--- src/rtl/mul_arbiter.sv ---
// mul_arbiter
//   Shares one W-bit unsigned multiplier between two MIX requesters
//   (0: CPU MUL, 1: address/IO unit). It takes sign-magnitude MIX words and
//   arbitrates round-robin. It also sequences the multiplier start strobe and
//   its fixed latency. The sign-magnitude double word is returned as rA:rX.
//
//   Parameters
//     W        magnitude width of one MIX word (full word is W+1 bits, sign at bit W)
//     MUL_LAT  edges after the edge that samples mul_start until mul_c is final (2..15)
//
//   Ports
//     clk, rst_n          clock (rising edge), asynchronous active-low reset
//     req0, a0, b0        requester 0: request (held until done0), operands
//     done0               one-cycle pulse, ra/rx valid for requester 0
//     req1, a1, b1, done1 requester 1, same meaning
//     ra, rx              {sign, product[2W-1:W]}, {sign, product[W-1:0]}
//     busy                high whenever the arbiter is not idle
//     mul_start           one-cycle start strobe to the multiplier
//     mul_a, mul_b        multiplier operand magnitudes, stable from grant to next grant
//     mul_c               multiplier product
//
//   Build option
//     MUL_ARB_ZERO_SKIP_EN  when defined, a granted pair with a zero magnitude
//                           bypasses the multiplier and completes two edges after
//                           the request with {sign, 0}.

module mul_arbiter #(
    parameter int W       = 30,
    parameter int MUL_LAT = 10
) (
    input  logic             clk,
    input  logic             rst_n,
    input  logic             req0,
    input  logic [W:0]       a0,
    input  logic [W:0]       b0,
    output logic             done0,
    input  logic             req1,
    input  logic [W:0]       a1,
    input  logic [W:0]       b1,
    output logic             done1,
    output logic [W:0]       ra,
    output logic [W:0]       rx,
    output logic             busy,
    output logic             mul_start,
    output logic [W-1:0]     mul_a,
    output logic [W-1:0]     mul_b,
    input  logic [2*W-1:0]   mul_c
);

    localparam logic [2:0] ST_FLUSH = 3'd0;
    localparam logic [2:0] ST_IDLE  = 3'd1;
    localparam logic [2:0] ST_LOAD  = 3'd2;
    localparam logic [2:0] ST_RUN   = 3'd3;
    localparam logic [2:0] ST_CAP   = 3'd4;

    localparam logic [3:0] CNT_LAT  = 4'(MUL_LAT);
    localparam logic [3:0] CNT_LAST = 4'(MUL_LAT - 1);

    logic [2:0]   state_reg, state_next;
    logic [3:0]   cnt_reg, cnt_next;
    logic         owner_reg, owner_next;
    logic         last_reg, last_next;
    logic         sign_reg, sign_next;
    logic [W-1:0] mul_a_reg, mul_a_next;
    logic [W-1:0] mul_b_reg, mul_b_next;
    logic [W:0]   ra_reg, ra_next;
    logic [W:0]   rx_reg, rx_next;
`ifdef MUL_ARB_ZERO_SKIP_EN
    logic         zero_reg, zero_next;
`endif

    // Round-robin choice: a lone request wins outright; on a tie the
    // requester that was not served last wins (last resets to 1, so the
    // first tie goes to requester 0).
    logic         grant_owner;
    logic [W:0]   sel_a, sel_b;

    always_comb begin
        grant_owner = req1;
        if (req0 && req1) begin
            grant_owner = ~last_reg;
        end
    end

    assign sel_a = grant_owner ? a1 : a0;
    assign sel_b = grant_owner ? b1 : b0;

    always_comb begin
        state_next = state_reg;
        cnt_next   = cnt_reg;
        owner_next = owner_reg;
        last_next  = last_reg;
        sign_next  = sign_reg;
        mul_a_next = mul_a_reg;
        mul_b_next = mul_b_reg;
        ra_next    = ra_reg;
        rx_next    = rx_reg;
`ifdef MUL_ARB_ZERO_SKIP_EN
        zero_next  = zero_reg;
`endif
        case (state_reg)
            // The multiplier has no reset and may still be mid-run after
            // rst_n; wait out a full latency before any new start.
            ST_FLUSH: begin
                if (cnt_reg == CNT_LAT) begin
                    state_next = ST_IDLE;
                    cnt_next   = 4'd0;
                end else begin
                    cnt_next = cnt_reg + 4'd1;
                end
            end
            ST_IDLE: begin
                if (req0 || req1) begin
                    owner_next = grant_owner;
                    last_next  = grant_owner;
                    sign_next  = sel_a[W] ^ sel_b[W];
                    mul_a_next = sel_a[W-1:0];
                    mul_b_next = sel_b[W-1:0];
`ifdef MUL_ARB_ZERO_SKIP_EN
                    zero_next  = (sel_a[W-1:0] == '0) || (sel_b[W-1:0] == '0);
                    state_next = zero_next ? ST_CAP : ST_LOAD;
`else
                    state_next = ST_LOAD;
`endif
                end
            end
            ST_LOAD: begin
                cnt_next   = 4'd0;
                state_next = ST_RUN;
            end
            ST_RUN: begin
                cnt_next = cnt_reg + 4'd1;
                if (cnt_reg == CNT_LAST) begin
                    state_next = ST_CAP;
                end
            end
            ST_CAP: begin
                // mul_c is final during this cycle. The sign is kept even
                // for a zero product (-0 is a legal MIX result).
                ra_next    = {sign_reg, mul_c[2*W-1:W]};
                rx_next    = {sign_reg, mul_c[W-1:0]};
`ifdef MUL_ARB_ZERO_SKIP_EN
                if (zero_reg) begin
                    ra_next = {sign_reg, {W{1'b0}}};
                    rx_next = {sign_reg, {W{1'b0}}};
                end
`endif
                state_next = ST_IDLE;
            end
            default: begin
                state_next = ST_FLUSH;
                cnt_next   = 4'd0;
            end
        endcase
    end

    always_ff @(posedge clk or negedge rst_n) begin
        if (!rst_n) begin
            state_reg <= ST_FLUSH;
            cnt_reg   <= 4'd0;
            owner_reg <= 1'b0;
            last_reg  <= 1'b1;
            sign_reg  <= 1'b0;
            mul_a_reg <= '0;
            mul_b_reg <= '0;
            ra_reg    <= '0;
            rx_reg    <= '0;
`ifdef MUL_ARB_ZERO_SKIP_EN
            zero_reg  <= 1'b0;
`endif
        end else begin
            state_reg <= state_next;
            cnt_reg   <= cnt_next;
            owner_reg <= owner_next;
            last_reg  <= last_next;
            sign_reg  <= sign_next;
            mul_a_reg <= mul_a_next;
            mul_b_reg <= mul_b_next;
            ra_reg    <= ra_next;
            rx_reg    <= rx_next;
`ifdef MUL_ARB_ZERO_SKIP_EN
            zero_reg  <= zero_next;
`endif
        end
    end

    // One done flop per requester, pulsed on the CAP edge for the owner.
    genvar gi;
    generate
        for (gi = 0; gi < 2; gi++) begin : g_done
            logic done_reg;
            always_ff @(posedge clk or negedge rst_n) begin
                if (!rst_n) begin
                    done_reg <= 1'b0;
                end else begin
                    done_reg <= (state_reg == ST_CAP) && (owner_reg == 1'(gi));
                end
            end
        end
    endgenerate

    assign done0     = g_done[0].done_reg;
    assign done1     = g_done[1].done_reg;
    assign ra        = ra_reg;
    assign rx        = rx_reg;
    assign busy      = (state_reg != ST_IDLE);
    assign mul_start = (state_reg == ST_LOAD);
    assign mul_a     = mul_a_reg;
    assign mul_b     = mul_b_reg;

endmodule
--- config.mk ---
export PLATFORM = sky130hd
export DESIGN_NAME = mul_arbiter
export DESIGN_NICKNAME = d
export VERILOG_FILES = /design/src/rtl/mul_arbiter.sv
export SDC_FILE = /design/constraint.sdc
export NUM_CORES = 1
export LEC_CHECK = 0
export ABC_AREA = 1
export CAP_MARGIN = 20
export CORE_MARGIN = 2
export CORE_UTILIZATION = 45
export CTS_CLUSTER_SIZE = 40
export DETAILED_ROUTE_END_ITERATION = 10
export DONT_BUFFER_PORTS = 1
export GPL_TIMING_DRIVEN = 0
export PLACE_DENSITY = 0.6
export SLEW_MARGIN = 15
export SYNTH_ARGS = -nofsm -noshare
export SYNTH_HDL_FRONTEND = slang
export SYNTH_SLANG_ARGS = --single-unit
--- constraint.sdc ---
create_clock -name clk -period 1.4 [get_ports clk]
set_clock_uncertainty 0.2 [all_clocks]
set_input_delay 0.21 -clock clk [delete_from_list [all_inputs] [get_ports clk]]
set_output_delay 0.21 -clock clk [all_outputs]
set_load 0.02 [all_outputs]
== Word level (Yosys, flattened, before mapping) ==
Cells that the tools add are included.
Storage, ports and cells
  register bits after elaboration: 134
  input bits: 188
Cells by class
  add/subtract/negate cells: 1
  eq/ne operators: 10
  muxes and demuxes: 9
  bitwise logic cells: 3
  reduce and logical (&&, ||, !) cells: 8
Operators by type and width (number)
  $mux W31: 2
  $pmux W3 S5: 1
  $pmux W4 S3: 1
  $mux W3: 3
  $eq A4 B4 Y1 const B: 2
  $eq A3 B2 Y1 const B: 2
  $ne A2 B2 Y1 const B: 3
  $add A4 B1 Y4 const B: 1
  $mux W4: 1
  $eq A3 B1 Y1 const B: 1
  $eq A3 B3 Y1 const B: 1
  $logic_and A1 B1 Y1: 3
  $logic_not A3 Y1: 1
  $ne A3 B1 Y1 const B: 1
  $reduce_and A3 Y1: 1
  $not A1 Y1: 2
  $reduce_and A2 Y1: 1
  $reduce_or A2 Y1: 1
  $logic_or A1 B1 Y1: 1
  $mux W1: 1
  $xor A1 B1 Y1: 1

== Depth between registers and ports, before layout ==
  depth in word-level cells: 4
  depth in mapped cells: 8

== Worst setup path after synthesis ==
Ideal clock, no wire load.
  kind: flip-flop to flip-flop
  start: register last_reg
  end: register mul_a_reg[0], in the netlist mul_a[0]
  arrival: 1.114 ns
  required time: 1.084 ns
  setup slack: -0.030 ns
  cell stages (with the launch flop): 9
  period minus slack after synthesis: 1.430 ns
  cell sequence: dfstp_2 nand2_1 nand2_1 inv_2 buf_2 nand2_1 nand2_1 nand2_1 nand2_1
Between the ends
  cells in the longest elaborated chain, start to end: 3
Ends and longest elaborated chain
  from (decl): line 62  | logic last_reg, last_next;
  from (signal assigned): line 175  | last_reg <= last_next;
  $not A1 Y1: line 81  | grant_owner = ~last_reg;
  $mux W1: line 80  | if (req0 && req1) begin
  $mux W31: line 85  | assign sel_a = grant_owner ? a1 : a0;
  to (signal assigned): line 177  | mul_a_reg <= mul_a_next;
  to (decl): line 64  | logic [W-1:0] mul_a_reg, mul_a_next;
No other way between the ends.
A chain may end at the register's enable or synchronous reset.

== Final worst setup path ==
  start: register state_reg[1]
  end: register mul_a_reg[0], in the netlist mul_a[0]
Between the ends
  cells in the longest elaborated chain, start to end: 2
Ends and longest elaborated chain
  from (decl): line 59  | logic [2:0] state_reg, state_next;
  from (signal assigned): line 172  | state_reg <= state_next;
  $eq A3 B1 Y1: line 101  | case (state_reg)
  $reduce_and A2 Y1 (no line)
No other way between the ends.

==> reports/summary.txt <==
Number of warnings printed during yosys synthesis - 0
Number of antenna violations at the first check in global routing - 0
Worst path cell trace - inv_2, nand3_4, nor2_8, buf_6, clkbuf_16, nand2_1, nand2_1
Power density over the cells - 2230 nW/um^2
IO Count - 314
Cell leakage power - 5.06 nW
Wire length per cell after detailed routing - 20.3 um
Max Transition Viols Final - 0
Peak VDD IR - 0.906 mV
Overall die width - 121 um
Outcome - finished, violations left
Cell family with most CP delay - simple AND/OR/NAND/NOR gates
Kind of path behind the tightest hold check - primary input to asynchronous set/reset pin
Final Hold Vio Count - 133
CTS tree - built
Mapped Area - 6120 sq um
Global-route wire length before repair - 33,700 um
Sequential share of the synthesized area - 54.4%
Cell type contributing the most total cell area after synthesis - dfrtp_1
Final cycle utilization of the critical path - 114%
Library cells used by synthesis - 23
Data required time at the worst endpoint - 1560 ps
Failing checks - hold timing, setup timing
Gr usage total - 29.8%
Drt initial violations - 447
Number of buffers on the longest clock path - 2
Count of hold-fix buffers inserted at cts - 186
Ant diodes - 0
Final setup vio count - 132
Worst hold-check slack - -712 ps
Area growth from synthesis to layout - 67.0%
IO buf count - 0
Endpoint type of the worst setup path - flip-flop
Cell at the slowest stage of the critical path - dfrtp_1
Post-synthesis compound-gate area fraction - 0.204%
Fmax achieved - 629 MHz
Worst slew margin relative to its limit - 77.0%
Placement-stage cell area - 6340 sq um
Placeable core region - 13,200 sq um
Std cell rows - 42
DRC violation count after routing - 0
DP Wirelength - 12,700 um
Clock input transition at the sequential cells of the worst setup and hold paths - 50 ps
Delay contributed by the slowest stage of the critical path - 380 ps
Share of the synthesized area in the top cell type - 54.0%
Transition time at the pin with the least slew margin - 344 ps
Vias post-DR - 6,645
Most numerous cell on the critical path - nand2_1
Maximum fanout along the worst path - 5
Cell count after synthesis - 794
Die Ht - 121 um
Min Clock Period, post-route - 1590 ps
Simple-gate share of the synthesized area - 38.7%
Number of CTS-inserted buffers - 17
Mux cell area share after synthesis - 0%
Signal arrival time at the worst endpoint - 1750 ps
Root Buffer - clkbuf_16
Main combinational cell family by area after synthesis - simple AND/OR/NAND/NOR gates
Number of buffer and inverter instances along the worst setup path - 3
Kind of start point of the critical path - flip-flop
Maximum capacitance violations - 0
Vias in the first global route - 6,864
Full die area - 14,600 sq um
Post-Synth XOR/XNOR Area - 0.572%
Pin count of the biggest net entering global routing - 134
Unrepaired setup endpoints after global routing - true
Sinks on Clock Net - 133
Routed WL - 24,900 um
Starting Density - 46.2%
Share of the core filled with cells - 77.2%
Avg Inst Size Synth - 7.71 sq um
WS Path Type - flip-flop to flip-flop
Max H-tree Level - 4
Worst setup slack after layout - -190 ps
Post-route cell area - 10,200 sq um
Final net count - 1,228
Initial DRT Pass Iterations - 5
Clk Latency, worst-skew pair - 420 ps
Synthesized flop and latch total - 133
Cell types with the largest area share after synthesis - dfrtp_1 (54%), nand2_1 (31%), nand3_1 (5.8%)
ANT nets after route - 0
Total grt overflow - 0
Post-Synthesis Net Count - 985
Flip-flop count of the largest register, all copies and words added - 31
Share of final-layout standard cells stronger than drive strength 1 - 24.8%
Adder-Cell Fraction of Synth Area - 0.613%
Routability Congestion - 0.824
Vias per inst - 5.43
## kinds of logic after synthesis
kind of cell / after synthesis
compound gates: 2
buf+inv: 57
fa+ha+maj: 3
xor+xnor: 4
simple gates: 595
flops: 133
## metrics by stage
step	hold slack [ps]	total power, mW	worst slack (ps)	setup TNS (ps)	std cells
floorplan	-286	12.6	6.47	0	794
global placement	-283	13.9	-393	-26930	970
detailed placement	-283	14.2	-466	-31690	970
CTS	-729	20.1	-188	-15660	1212
global route	-729	23.9	-250	-20720	1223
finish	-712	22.8	-190	-14890	1223
## cell usage in the layout (no fill, tap or decap), drive strengths merged
cell / instances
ha: 3
clkinvlp: 1
clkinv: 2
xnor2: 3
dfstp: 1
o21ai: 1
clkbuf: 35
dfrtp: 132
nand2: 514
dlygate4sd3: 186
o211ai: 1
buf: 69
inv: 13
or2: 1
nor2: 8
nand3: 72
nand4: 2
bufinv: 2
xor2: 1
## Yosys cell counts
| master | instances |
|---|---|
| dfrtp_1 | 132 |
| o21ai_0 | 1 |
| ha_1 | 3 |
| buf_4 | 14 |
| nand4_1 | 2 |
| inv_4 | 1 |
| nand2_1 | 511 |
| buf_6 | 6 |
| dfstp_2 | 1 |
| nand3_1 | 71 |
| nor2_1 | 6 |
| clkbuf_1 | 6 |
| nor2_8 | 1 |
| o211ai_1 | 1 |
| or2_2 | 1 |
| inv_1 | 7 |
| xor2_1 | 1 |
| xnor2_1 | 3 |
| nor2_2 | 1 |
| buf_2 | 18 |
| nand3_4 | 1 |
| nand2_4 | 1 |
| inv_2 | 5 |
## area by class of cell
cell class	instances	area, sq um
Buffer	40	485
Fill cell	771	3020
Multi-Input combinational cell	606	3130
Clock buffer	25	485
Inverter	13	81.3
Sequential cell	133	3330
Tap cell	176	220
Clock inverter	4	72.6
Timing Repair inverter	1	11.3
Timing Repair Buffer	225	2400
## where the power goes
part           total [mW]  internal, mW  switching, mW
clock                4.32          2.73           1.59
sequential           9.89          5.71           4.18
combinational        8.58          4.01           4.57
total                22.8          12.5           10.3
## worst paths after layout
kind,from,endpoint,slack [ps],depth (start not counted)
max in group asynchronous,rst_n,last_reg$_DFFE_PN1P_,1490,0
hold / removal,rst_n,rx[19]$_DFFE_PN0N_,-710,0
setup reg to reg,state_reg[1]$_DFFE_PN0P_,mul_a[0]$_DFFE_PN0P_,-190,7
min in group clk,req0,mul_b[27]$_DFFE_PN0P_,100,7
setup / recovery,state_reg[1]$_DFFE_PN0P_,mul_a[0]$_DFFE_PN0P_,-190,7
hold reg to reg,owner_reg$_DFFE_PN0P_,done0$_DFF_PN0_,230,1
## timing repair
| action | in CTS | in global routing |
|---|---|---|
| endpoints found under the setup margin | 134 | 136 |
| endpoints found under the hold margin | 257 | 133 |
| pin swaps | 13 | 64 |
| gates resized for setup | 92 | 203 |
| gates cloned | 8 | 9 |
| setup buffers | 20 | 5 |
## per-layer routing
metal  GRT usage (%)  up-vias  routed length [um]
met5               0        -                   0
met4            16.5        0                1380
met3            9.86      119                2350
met2            52.9      426               12500
met1            31.0     3168                8620
li1                -     2932                   -
No activity file was read; power rests on OpenSTA's default activity.
